<file path="src/rtl/ps2_pkg.sv">
// Shared scan-code constants, event field layout and decoder state type
// for the PS/2 keyboard decoder.
package ps2_pkg;

    localparam logic [7:0] KC_E0     = 8'hE0;
    localparam logic [7:0] KC_E1     = 8'hE1;
    localparam logic [7:0] KC_F0     = 8'hF0;
    localparam logic [7:0] KC_FA     = 8'hFA;
    localparam logic [7:0] KC_FE     = 8'hFE;
    localparam logic [7:0] KC_AA     = 8'hAA;
    localparam logic [7:0] KC_FC     = 8'hFC;
    localparam logic [7:0] KC_FD     = 8'hFD;
    localparam logic [7:0] KC_00     = 8'h00;
    localparam logic [7:0] KC_FF     = 8'hFF;
    localparam logic [7:0] KC_LSHIFT = 8'h12;
    localparam logic [7:0] KC_RSHIFT = 8'h59;

    // Event word layout: {ext, brk, code[7:0]}
    localparam int EVT_W        = 10;
    localparam int EVT_EXT      = 9;
    localparam int EVT_BRK      = 8;
    localparam int EVT_CODE_MSB = 7;

    // Pause (E1 ...) is followed by seven more bytes
    localparam logic [2:0] E1_SKIP_LEN = 3'd7;

    typedef enum logic [1:0] {
        S_IDLE   = 2'd0,
        S_E0     = 2'd1,
        S_F0     = 2'd2,
        S_E1SKIP = 2'd3
    } ps2_state_e;

    function automatic logic [EVT_W-1:0] make_evt(input logic ext, input logic brk,
                                                  input logic [7:0] code);
        logic [EVT_W-1:0] e;
        e                 = '0;
        e[EVT_EXT]        = ext;
        e[EVT_BRK]        = brk;
        e[EVT_CODE_MSB:0] = code;
        return e;
    endfunction

    function automatic logic is_fake_shift(input logic [7:0] code);
        return (code == KC_LSHIFT) || (code == KC_RSHIFT);
    endfunction

endpackage

</file>
<file path="src/rtl/ps2_evt_fifo.sv">
// Show-ahead event FIFO with occupancy count and sticky overflow flag.
// A push into a full FIFO is accepted only when a pop frees a slot in the same cycle.
module ps2_evt_fifo #(
    parameter int WIDTH = 10,
    parameter int DEPTH = 8
) (
    input  logic             clk6x,
    input  logic             resetn,
    input  logic             push_i,
    input  logic [WIDTH-1:0] push_data_i,
    input  logic             pop_i,
    input  logic             ovf_clr_i,
    output logic [WIDTH-1:0] data_o,
    output logic             valid_o,
    output logic [4:0]       count_o,
    output logic             ovf_o
);

    localparam int AW = (DEPTH > 1) ? $clog2(DEPTH) : 1;

    logic [WIDTH-1:0] r_mem [DEPTH];
    logic [AW-1:0]    r_rd_ptr;
    logic [AW-1:0]    r_wr_ptr;
    logic [4:0]       r_count;
    logic             r_ovf;
    logic             w_full;
    logic             w_empty;
    logic             w_pop;
    logic             w_push;
    logic             w_ovf_set;

    assign w_full    = (r_count == 5'(DEPTH));
    assign w_empty   = (r_count == 5'd0);
    assign w_pop     = pop_i && !w_empty;
    assign w_push    = push_i && (!w_full || w_pop);
    assign w_ovf_set = push_i && w_full && !w_pop;

    always_ff @(posedge clk6x) begin
        if (w_push) begin
            r_mem[r_wr_ptr] <= push_data_i;
        end
    end

    // Pointers are exactly AW bits wide, so the increment wraps modulo DEPTH
    always_ff @(posedge clk6x) begin
        if (!resetn) begin
            r_rd_ptr <= '0;
            r_wr_ptr <= '0;
            r_count  <= 5'd0;
            r_ovf    <= 1'b0;
        end else begin
            if (w_push) r_wr_ptr <= r_wr_ptr + AW'(1);
            if (w_pop)  r_rd_ptr <= r_rd_ptr + AW'(1);
            case ({w_push, w_pop})
                2'b10:   r_count <= r_count + 5'd1;
                2'b01:   r_count <= r_count - 5'd1;
                default: r_count <= r_count;
            endcase
            if (w_ovf_set)      r_ovf <= 1'b1;
            else if (ovf_clr_i) r_ovf <= 1'b0;
        end
    end

    assign data_o  = w_empty ? '0 : r_mem[r_rd_ptr];
    assign valid_o = !w_empty;
    assign count_o = r_count;
    assign ovf_o   = r_ovf;

endmodule

</file>
<file path="src/rtl/ps2_kbd_decoder.sv">
// PS/2 set-2 scan-code decoder: folds E0/F0/E1 prefixes into {ext, brk, code}
// events, raises status pulses, and abandons stalled prefixes after a timeout.
module ps2_kbd_decoder
    import ps2_pkg::*;
#(
    parameter int FIFO_DEPTH        = 8,
    parameter int PREFIX_TIMEOUT_US = 2000
) (
    input  logic             clk6x,
    input  logic             resetn,
    input  logic             ck1us,
    input  logic [7:0]       code_rx_i,
    input  logic             code_rx_v_i,
    output logic [EVT_W-1:0] evt_o,
    output logic             evt_valid_o,
    input  logic             evt_rd_i,
    output logic [4:0]       evt_count_o,
    output logic             ovf_o,
    input  logic             ovf_clr_i,
    output logic             ack_o,
    output logic             resend_o,
    output logic             bat_ok_o,
    output logic             kbd_err_o,
    output logic             proto_err_o,
    output logic [1:0]       dbg_state_o
);

    localparam int TW = $clog2(PREFIX_TIMEOUT_US + 1);

    ps2_state_e       r_state;
    ps2_state_e       w_state_nxt;
    logic             r_ext;
    logic             w_ext_nxt;
    logic [2:0]       r_skip;
    logic [2:0]       w_skip_nxt;
    logic [TW-1:0]    r_timer;
    logic             w_timeout;
    logic             w_push;
    logic [EVT_W-1:0] w_push_data;
    logic             w_ack, w_resend, w_bat, w_kerr, w_perr;
    logic             r_ack, r_resend, r_bat, r_kerr, r_perr;

    // A byte arriving in the expiry cycle takes priority over the timeout
    assign w_timeout = (r_state != S_IDLE) && (r_timer == '0) && !code_rx_v_i;

    always_ff @(posedge clk6x) begin
        if (!resetn) begin
            r_state <= S_IDLE;
            r_ext   <= 1'b0;
            r_skip  <= 3'd0;
            r_timer <= '0;
        end else begin
            r_state <= w_state_nxt;
            r_ext   <= w_ext_nxt;
            r_skip  <= w_skip_nxt;
            if (w_state_nxt == S_IDLE)  r_timer <= '0;
            else if (code_rx_v_i)       r_timer <= TW'(PREFIX_TIMEOUT_US);
            else if (ck1us && r_timer != '0) r_timer <= r_timer - TW'(1);
        end
    end

    always_comb begin
        w_state_nxt = r_state;
        w_ext_nxt   = r_ext;
        w_skip_nxt  = r_skip;
        if (w_timeout) begin
            w_state_nxt = S_IDLE;
        end else if (code_rx_v_i) begin
            case (r_state)
                S_IDLE: begin
                    case (code_rx_i)
                        KC_E0:   begin w_state_nxt = S_E0; w_ext_nxt = 1'b1; end
                        KC_F0:   begin w_state_nxt = S_F0; w_ext_nxt = 1'b0; end
                        KC_E1:   begin w_state_nxt = S_E1SKIP; w_skip_nxt = E1_SKIP_LEN; end
                        default: w_state_nxt = S_IDLE;
                    endcase
                end
                S_E0: begin
                    if (code_rx_i == KC_F0)      w_state_nxt = S_F0;
                    else if (code_rx_i != KC_E0) w_state_nxt = S_IDLE;
                end
                S_F0: w_state_nxt = S_IDLE;
                S_E1SKIP: begin
                    w_skip_nxt = r_skip - 3'd1;
                    if (r_skip <= 3'd1) begin
                        w_skip_nxt  = 3'd0;
                        w_state_nxt = S_IDLE;
                    end
                end
                default: w_state_nxt = S_IDLE;
            endcase
        end
        if (w_state_nxt == S_IDLE) w_ext_nxt = 1'b0;
    end

    always_comb begin
        w_push      = 1'b0;
        w_push_data = '0;
        w_ack       = 1'b0;
        w_resend    = 1'b0;
        w_bat       = 1'b0;
        w_kerr      = 1'b0;
        w_perr      = w_timeout;
        if (code_rx_v_i) begin
            case (r_state)
                S_IDLE: begin
                    case (code_rx_i)
                        KC_E0, KC_F0, KC_E1:        begin end
                        KC_FA:                      w_ack    = 1'b1;
                        KC_FE:                      w_resend = 1'b1;
                        KC_AA:                      w_bat    = 1'b1;
                        KC_FC, KC_FD, KC_00, KC_FF: w_kerr   = 1'b1;
                        default: begin
                            w_push      = 1'b1;
                            w_push_data = make_evt(1'b0, 1'b0, code_rx_i);
                        end
                    endcase
                end
                S_E0: begin
                    if (code_rx_i != KC_F0 && code_rx_i != KC_E0 && !is_fake_shift(code_rx_i)) begin
                        w_push      = 1'b1;
                        w_push_data = make_evt(1'b1, 1'b0, code_rx_i);
                    end
                end
                S_F0: begin
                    if (code_rx_i == KC_E0 || code_rx_i == KC_F0 || code_rx_i == KC_E1) begin
                        w_perr = 1'b1;
                    end else if (!(r_ext && is_fake_shift(code_rx_i))) begin
                        w_push      = 1'b1;
                        w_push_data = make_evt(r_ext, 1'b1, code_rx_i);
                    end
                end
                S_E1SKIP: begin
                    if (r_skip <= 3'd1) begin
                        w_push      = 1'b1;
                        w_push_data = make_evt(1'b1, 1'b0, KC_E1);
                    end
                end
                default: begin end
            endcase
        end
    end

    always_ff @(posedge clk6x) begin
        if (!resetn) begin
            r_ack    <= 1'b0;
            r_resend <= 1'b0;
            r_bat    <= 1'b0;
            r_kerr   <= 1'b0;
            r_perr   <= 1'b0;
        end else begin
            r_ack    <= w_ack;
            r_resend <= w_resend;
            r_bat    <= w_bat;
            r_kerr   <= w_kerr;
            r_perr   <= w_perr;
        end
    end

    assign ack_o       = r_ack;
    assign resend_o    = r_resend;
    assign bat_ok_o    = r_bat;
    assign kbd_err_o   = r_kerr;
    assign proto_err_o = r_perr;
    assign dbg_state_o = r_state;

    ps2_evt_fifo #(
        .WIDTH (EVT_W),
        .DEPTH (FIFO_DEPTH)
    ) u_evt_fifo (
        .clk6x       (clk6x),
        .resetn      (resetn),
        .push_i      (w_push),
        .push_data_i (w_push_data),
        .pop_i       (evt_rd_i),
        .ovf_clr_i   (ovf_clr_i),
        .data_o      (evt_o),
        .valid_o     (evt_valid_o),
        .count_o     (evt_count_o),
        .ovf_o       (ovf_o)
    );

endmodule

</file>
<file path="config.mk">
export PLATFORM = sky130hd
export DESIGN_NAME = ps2_kbd_decoder
export DESIGN_NICKNAME = d
export VERILOG_FILES = /design/src/rtl/ps2_pkg.sv /design/src/rtl/ps2_evt_fifo.sv /design/src/rtl/ps2_kbd_decoder.sv
export SDC_FILE = /design/constraint.sdc
export NUM_CORES = 1
export LEC_CHECK = 0
export CORE_AREA = 2 2 118 97
export CTS_CLUSTER_DIAMETER = 120
export DETAILED_ROUTE_END_ITERATION = 12
export DIE_AREA = 0 0 120 99
export MAX_ROUTING_LAYER = met4
export PLACE_DENSITY_LB_ADDON = 0.1
export SYNTH_ARGS = -nofsm -noshare
export SYNTH_HDL_FRONTEND = slang
export SYNTH_SLANG_ARGS = --single-unit
</file>
<file path="constraint.sdc">
create_clock -name clk6x -period 4.1 [get_ports clk6x]
set_clock_uncertainty 0.05 [all_clocks]
set_input_delay 0.82 -clock clk6x [delete_from_list [all_inputs] [get_ports clk6x]]
set_output_delay 0.82 -clock clk6x [all_outputs]
set_load 0.005 [all_outputs]
</file>
==> summary.txt, run 1 <==
Clk Latency, worst-skew pair: 0.40 ns
Synth Flop Type: edfxtp_1
Via count: 3344
GRT busiest layer: met2
Tightest Pin Transition: 0.9400 ns
Setup crit start: code_rx_i[6]
Initial Util: 0.4906
Synth cell types: 58
Post-DP HPWL: 6935 um
M1 GR Usage: 0.2640
Die area: 11880 um2
Row cnt: 34
Mapped Cells: 397
Fin crit share: 0.8612
First-pass GRT wire length: 17300 um
I/O pin count: 38
Root buffer cell: clkbuf_16
Critical path capture point type: flop
Die Y: 99 um
# diodes: 0
Final setup viols: 0
GRT Total Usage: 0.2006
# port buffers: 37
Static leakage: 2.198 nW
Synthesized area: 5239 um2
CTS buffer count: 17
Share of cells above drive strength 1: 0.1591
Chip Width: 120 um
Post_cts resized: 0
Syn avg cell area: 13.20 um2
Sequential area share after synthesis: 0.6000
Vias in the first global route: 3227
Final instance area: 6384 um2
Largest net degree at the start of global routing: 22
Hold Startpoint: r_timer[10]
M2 GR Usage: 0.3042
Total grt overflow: 0
RR Startpoint: u_evt_fifo.count_o[0]
Final Hold Vio Count: 0
Placer Congestion: 0.8343
TritonCTS clock tree: built
1st-pass router iterations: 4
Max-Slew Margin vs Limit: 0.3696
Mapped Nets: 418
Routed vias/inst: 5.491
Number of enable flip-flop cells after synthesis: 80
CORE AREA: 10680 um2
Status: complete, no violations
Final net count: 473
Worst Path Max Fanout: 9
DRC violations left: 0
Clk slew on worst S/H paths: 0.06 ns
H-tree Lvls: 4
CTS Hold Bufs: 0
Post-DP Area: 5834 um2
MaxCap Viol Count: 0
Max Slew Vio Count: 0
Final antenna-violating net count: 0
Routed WL: 10730 um
Fin crit period: 3.531 ns
Setup bufs post-CTS: 0
CP required: 4.34 ns
Routed length per instance: 17.62 um
Unrepaired setup endpoints after global routing: no
Worst hold path type: reg2reg
Clk sink count: 117
WP data arrival: 3.77 ns
Synthesis-stage register bit count: 117
Syn. warnings: 0
Clock Path Buffers: 2
Setup tns final: 0 ns
Peak Freq: 283.2 MHz
Total power: 3.657 mW
WS Path Type: in2reg
VDD IR max: 0.2893 mV
Initial antenna violation count: 0
Fin util: 0.5978
Met3 usage: 0.04977
Power per cell area: 572.8 nW/um2
Worst Setup Start Kind: primary input
DRT iter0 DRCs: 200
Area Growth Syn to Fin: 21.85%
FFs w/ async S/R, synth: 0
-- cells in the final DEF, fill, tap and decap left out, types with 4 or more instances in the layout --
| cell | instances |
|---|---|
| a211oi_1 | 5 |
| a21boi_0 | 4 |
| a21oi_1 | 12 |
| and2_1 | 15 |
| buf_4 | 16 |
| clkbuf_16 | 17 |
| clkdlybuf4s50_1 | 37 |
| clkinv_1 | 4 |
| dfxtp_1 | 37 |
| edfxtp_1 | 80 |
| ha_1 | 7 |
| inv_1 | 15 |
| mux2i_1 | 14 |
| mux4_2 | 20 |
| nand2_1 | 18 |
| nand2b_1 | 7 |
| nand3_1 | 9 |
| nor2_1 | 43 |
| nor3_1 | 12 |
| nor4_1 | 4 |
| o21ai_0 | 9 |
| or4b_1 | 4 |
| xnor2_1 | 11 |
| xor2_1 | 4 |
-- per-stage QoR --
step / hold WS, ns / cells / setup slack, ns
CTS: 0.4431 / 609 / 0.5800
detailed placement: 0.4352 / 577 / 0.1507
global placement: 0.4214 / 577 / 0.2596
global route: 0.4802 / 609 / 0.4453
finish: 0.4396 / 609 / 0.5689
floorplan: 0.4128 / 397 / 0.4480
-- kinds of logic after synthesis --
logic type,count (synthesis),share of synthesized area
AO/OA/AOI/OAI,54,0.07595
flip-flops,117,0.6000
XOR/XNOR,15,0.02508
buffers and inverters,32,0.02627
multiplexers,35,0.1170
adder cells (fa/ha/maj),7,0.01672
AND/OR/NAND/NOR,137,0.1390
-- synthesized netlist by cell type (all sizes together) (2+ instances only) --
| master | instances | share of area |
|---|---|---|
| dfxtp | 37 | 0.14 |
| o311a | 3 | 0.0057 |
| nand2 | 19 | 0.014 |
| nand3 | 9 | 0.0086 |
| o31a | 2 | 0.0033 |
| or3 | 3 | 0.0036 |
| buf | 5 | 0.0069 |
| xor2 | 4 | 0.0067 |
| nor3b | 2 | 0.0029 |
| a31oi | 2 | 0.0024 |
| and2 | 15 | 0.018 |
| a21boi | 4 | 0.0057 |
| nor4 | 5 | 0.0060 |
| o21bai | 2 | 0.0029 |
| nor3 | 13 | 0.013 |
| nand2b | 8 | 0.011 |
| mux2i | 15 | 0.031 |
| a211oi | 5 | 0.0072 |
| inv | 15 | 0.011 |
| ha | 7 | 0.017 |
| o21ai | 10 | 0.010 |
| o41ai | 3 | 0.0079 |
| nor2 | 44 | 0.032 |
| edfxtp | 80 | 0.46 |
| nor2b | 3 | 0.0036 |
| and3 | 2 | 0.0024 |
| clkbuf | 12 | 0.0086 |
| or4b | 4 | 0.0076 |
| a311oi | 2 | 0.0045 |
| mux4 | 20 | 0.086 |
| or4 | 4 | 0.0064 |
| xnor2 | 11 | 0.018 |
| nor4b | 2 | 0.0033 |
| a21oi | 13 | 0.013 |
-- flip-flops by register name, indices dropped and copies added (netlist names), named ones only --
signal and flops:
ack_o 1, bat_ok_o 1, dbg_state_o 2, kbd_err_o 1, proto_err_o 1, r_ext 1
r_skip 3, r_timer 11, resend_o 1, u_evt_fifo.count_o 5, u_evt_fifo.ovf_o 1, u_evt_fifo.r_mem 80
u_evt_fifo.r_rd_ptr 3, u_evt_fifo.r_wr_ptr 3
-- report_power, final --
part / switching [mW] / internal [mW]
sequential: 0.0552 / 1.34
clock: 0.480 / 0.879
combinational: 0.399 / 0.499
total: 0.935 / 2.72
-- path summary, 6_finish.rpt --
| path | end | slack, ns | depth (start not counted) |
|---|---|---|---|
| worst max-delay path | u_evt_fifo.count_o[3] | 0.57 | 12 |
| worst min-delay path | r_timer[10] | 0.44 | 2 |
| worst max register to register | u_evt_fifo.count_o[3] | 1.24 | 11 |
| worst min register to register | r_timer[10] | 0.44 | 2 |
-- worst max-delay path, cell delays in order --
cell	delay (ns)
clkdlybuf4s50_1	0.59
nand3_1	0.34
nor3_2	0.12
or3_1	0.33
a311oi_2	0.34
nand2b_4	0.21
inv_1	0.06
ha_1	0.33
nor2b_1	0.15
o21ai_0	0.08
o31ai_1	0.10
o311a_1	0.29
-- layer usage --
metal	wire [um]	share of wire
met2	5149	0.48
met3	546	0.051
met1	4924	0.46
met4	109	0.010
met5	0	0
-- final cells by class --
cell class / count / area (um2)
fillers: 838 / 4294
flip-flops and latches: 117 / 3143
multi-input cells: 248 / 1964
repair buffers: 53 / 490.5
clock buffers: 20 / 436.7
well taps: 144 / 180.2
clock inverters: 12 / 112.6
inverters: 15 / 56.30
Note: power is estimated with default switching activity, not from simulation.
==> inputs of run 2 (changes only) <==
Settings changed: CORE_AREA 2 2 118 97 to 2 2 106 108, DIE_AREA 0 0 120 99 to 0 0 108 110, DONT_BUFFER_PORTS from default to 1.
==> run 2 against run 1 <==
Flip-flop and latch count did not move; register-to-register slack got worse by 0.04 ns; via count fell by 6.1%; hold slack got worse by 0.098 ns; non-clock buffer count fell by 41; design area fell by 5.8%; clock power rose by 4%; count of clock-buffer cells in the layout fell by 1.
==> summary.txt, run 2 (same netlist as run 1, synthesis figures left out) <==
Final setup viols: 0
Fin crit period: 3.217 ns
CORE AREA: 10700 um2
Worst Setup Start Kind: flop
Post-DP Area: 5429 um2
I/O pin count: 38
Setup tns final: 0 ns
Total power: 3.502 mW
WP data arrival: 2.35 ns
Clock Path Buffers: 2
Area Growth Syn to Fin: 14.76%
Fin crit share: 0.7847
Worst hold path type: in2reg
VDD IR max: 0.2509 mV
CP required: 3.23 ns
1st-pass router iterations: 4
Routed WL: 10320 um
Final Hold Vio Count: 0
Post-DP HPWL: 6751 um
Layout fillers: 909
Root buffer cell: clkbuf_8
Unrepaired setup endpoints after global routing: no
Peak Freq: 310.8 MHz
Worst Path Max Fanout: 12
Chip Width: 108 um
Layout Cells excl Fill: 564
Clk Latency, worst-skew pair: 0.51 ns
Tightest Pin Transition: 0.9810 ns
Critical path capture point type: primary output
MaxCap Viol Count: 0
Routed length per instance: 18.30 um
CTS buffer count: 17
Clk slew on worst S/H paths: 0.06 ns
Max Slew Vio Count: 0
Post_cts resized: 0
Vias in the first global route: 3147
Final setup margin: 0.8827 ns
CTS Hold Bufs: 0
# diodes: 0
Worst slack, placed: 0.7353 ns
Final antenna-violating net count: 0
Commonest cells after routing, fill and taps aside: edfxtp_1, nor2_1, dfxtp_1
Fin util: 0.5620
Largest net degree at the start of global routing: 22
WS Path Type: reg2out
Commonest non-fill, non-tap cell in the layout: edfxtp_1
GRT Total Usage: 0.1981
DRC violations left: 0
Hold WS: 0.3415 ns
Placer Congestion: 0.8116
DRT iter0 DRCs: 173
Placed insts: 532
Initial antenna violation count: 0
H-tree Lvls: 4
Share of cells above drive strength 1: 0.1816
Static leakage: 2.076 nW
Final instance area: 6012 um2
First-pass GRT wire length: 16660 um
Initial Util: 0.4897
Biggest register: u_evt_fifo.r_mem
Power per cell area: 582.5 nW/um2
Row cnt: 38
Die area: 11880 um2
Final net count: 432
Max-Slew Margin vs Limit: 0.3451
Max reg flops: 80
Routed vias/inst: 5.569
# port buffers: 0
Setup bufs post-CTS: 0
Die Y: 110 um
Via count: 3141
Clk sink count: 117
Total grt overflow: 0
TritonCTS clock tree: built
Status: complete, no violations
-- run 2: area by class of cell --
class,instances,area [um2],share of cell area
clock buffer,19,464.2,0.07721
clock inverter,13,118.9,0.01977
inverter,15,56.30,0.009365
multi-input combinational,248,1964,0.3267
sequential,117,3143,0.5228
tap,140,175.2,0.02914
timing repair buffer,12,90.09,0.01498
-- run 2: path summary, 6_finish.rpt --
path,from,endpoint,slack (ns),cells after the start
min reg2reg,r_timer[10],r_timer[10],0.44,2
min,code_rx_i[2],ack_o,0.34,1
max,flop,evt_o[6],0.88,4
max reg2reg,u_evt_fifo.count_o[1],u_evt_fifo.count_o[3],1.20,11
-- run 2: per-layer routing --
layer  track usage  part of all wire
met1        0.2385              0.44
met2        0.3190              0.50
met3       0.06055             0.048
met4       0.07143             0.014
met5             -                 0
-- run 2: where the power goes --
| group | total (mW) | internal [mW] | switching (mW) |
|---|---|---|---|
| sequential | 1.44 | 1.34 | 0.101 |
| combinational | 0.642 | 0.331 | 0.311 |
| clock | 1.42 | 0.880 | 0.536 |
| total | 3.50 | 2.55 | 0.948 |
-- run 2: critical path: stages (launching register included) --
cell and delay [ns]:
dfxtp_1 0.70, buf_4 0.38, mux4_2 0.54, mux2i_1 0.15, nor2_1 0.07
==> variant: new RTL, config.mk and constraints of run 2 <==
Make the reset (`resetn`) asynchronous in 3 clocked blocks.
--- a/src/rtl/ps2_evt_fifo.sv
+++ b/src/rtl/ps2_evt_fifo.sv
@@ -42,7 +42,7 @@
     end
 
     // Pointers are exactly AW bits wide, so the increment wraps modulo DEPTH
-    always_ff @(posedge clk6x) begin
+    always_ff @(posedge clk6x or negedge resetn) begin
         if (!resetn) begin
             r_rd_ptr <= '0;
             r_wr_ptr <= '0;
--- a/src/rtl/ps2_kbd_decoder.sv
+++ b/src/rtl/ps2_kbd_decoder.sv
@@ -43,7 +43,7 @@
     // A byte arriving in the expiry cycle takes priority over the timeout
     assign w_timeout = (r_state != S_IDLE) && (r_timer == '0) && !code_rx_v_i;
 
-    always_ff @(posedge clk6x) begin
+    always_ff @(posedge clk6x or negedge resetn) begin
         if (!resetn) begin
             r_state <= S_IDLE;
             r_ext   <= 1'b0;
@@ -141,7 +141,7 @@
         end
     end
 
-    always_ff @(posedge clk6x) begin
+    always_ff @(posedge clk6x or negedge resetn) begin
         if (!resetn) begin
             r_ack    <= 1'b0;
             r_resend <= 1'b0;
Check against the original RTL: differs if resetn is asserted again (counterexample within 4 cycles, from zero or initial values and one cycle with resetn low); with resetn held inactive, the same outputs for 4 cycles.
==> variant against run 2 <==
Combinational power rose by 98%; area after synthesis increased by 1.3%; sequential power rose by 19%; power grew 23%; maximum frequency fell by 1.8%; count of clock-buffer cells in the layout down 1; non-clock buffer count up 1; core utilization increased by 0.39 points; cell area is 0.69% higher; routed wire length is 6.9% higher; sequential cell count down 3; setup slack got worse by 59 ps.
==> variant: results (changes against run 2) <==
final weighted congestion in routability-driven placement=0.815 (+0.42%); final non-filler cell total=548 (-2.8%); commonest cells in the netlist=80 x edfxtp_1, 34 x dfrtp_1, 32 x nor2_1; synth unique cells=59 (+1.7%); Worst EP arrival=3650 ps (+1300 ps); DP Wirelength=7290 um (+8.0%); Critical Path Fanout Max=11 (-1); worst ir drop on vdd=0.288 mV (+15%); max_slew headroom=32.8% (-1.7 points); largest net degree at the start of global routing=35 (+59%); FILL cells=888 (-2.3%); DR vias=3145 (+0.13%); grt met1 use=26.1% (+2.3 points); R2R Setup Slk=820 ps (-380 ps); vias in the first global route=3263 (+3.7%); final instance area=0.00605 mm2 (+0.69%); CP peak stage delay=520 ps (-180 ps); first-pass GRT wire length=17400 um (+4.5%); GRT Resource Usage Total=20.9% (+1.1 points); DP Area=0.00550 mm2 (+1.3%); Routed WL=11000 um (+6.9%); layout cells sized above 1=20.3% (+2.2 points); Lkg Pwr=2.22 nW (+6.9%); DR iter-0 viols=200 (+16%); Reg-to-Reg End=u_evt_fifo.count_o[2]; Hold Path Class=input pin to asynchronous set/reset pin; Layout Nets=418 (-3.2%); CP max-delay cell=nor4_1; DP Cell Count=515 (-3.2%); crit-path leading delay family=simple AND/OR/NAND/NOR gates; Synthesized Nets=400 (-4.3%); outcome=finished clean; FFs w/ async S/R, synth=29.8% (+30 points); GR Util met3=5.41% (-0.65 points); reg-to-reg startpoint=u_evt_fifo.count_o[1]; grt met2 use=33.6% (+1.7 points); Seq/Total Area, Yosys=61.3% (+1.3 points); R2R cell count=12 (+1)
[variant: layer usage]
metal / routed length [um] / up-vias
li1: - / 1474
met1: 4710 / 1570
met2: 5430 / 90
met3: 767 / 11
met4: 127 / 0
met5: 0 / -
[variant: power by group]
part | internal (mW) | switching (mW)
clock | 0.796 | 0.512
combinational | 0.591 | 0.681
sequential | 1.49 | 0.231
[variant: stage by stage]
stage / total power, mW / worst slack (ps)
4_1_cts: 4.36 / 794
3_3_place_gp: 2.99 / 867
6_report: 4.30 / 824
5_1_grt: 4.56 / 588
3_5_place_dp: 3.01 / 833
2_1_floorplan: 2.72 / 571
[variant: layout make-up]
class                      instances  share of cell area (%)
clock inverter                    14                    1.92
inverter                          19                    1.18
tap                              140                    2.89
sequential                       114                    53.7
timing repair buffer              13                    1.82
clock buffer                      18                    6.90
multi-input combinational        230                    31.5
[variant: worst max path at each step]
stage | from | end | slack, ps | cells past startpoint
floorplan | code_rx_i[3] | u_evt_fifo.r_mem[1][0] | 570 | 8
finish | u_evt_fifo.count_o[1] | u_evt_fifo.count_o[2] | 820 | 12
global route | u_evt_fifo.count_o[1] | u_evt_fifo.count_o[2] | 590 | 12
CTS | u_evt_fifo.count_o[1] | u_evt_fifo.count_o[2] | 790 | 12
global placement | u_evt_fifo.count_o[1] | u_evt_fifo.count_o[2] | 870 | 12
detailed placement | u_evt_fifo.count_o[1] | u_evt_fifo.count_o[2] | 830 | 12
[variant: timing repair]
action,CTS,global route
endpoints found under the hold margin,34,0
setup buffers,0,0
hold buffers,1,0
[variant: cells by family after synthesis]
logic type / share of synthesized area, %
AND/OR/NAND/NOR: 12.0
flip-flops: 61.3
AO/OA/AOI/OAI: 7.55
multiplexers: 11.6
buffers and inverters: 2.71
XOR/XNOR: 2.81
adder cells (fa/ha/maj): 2.12
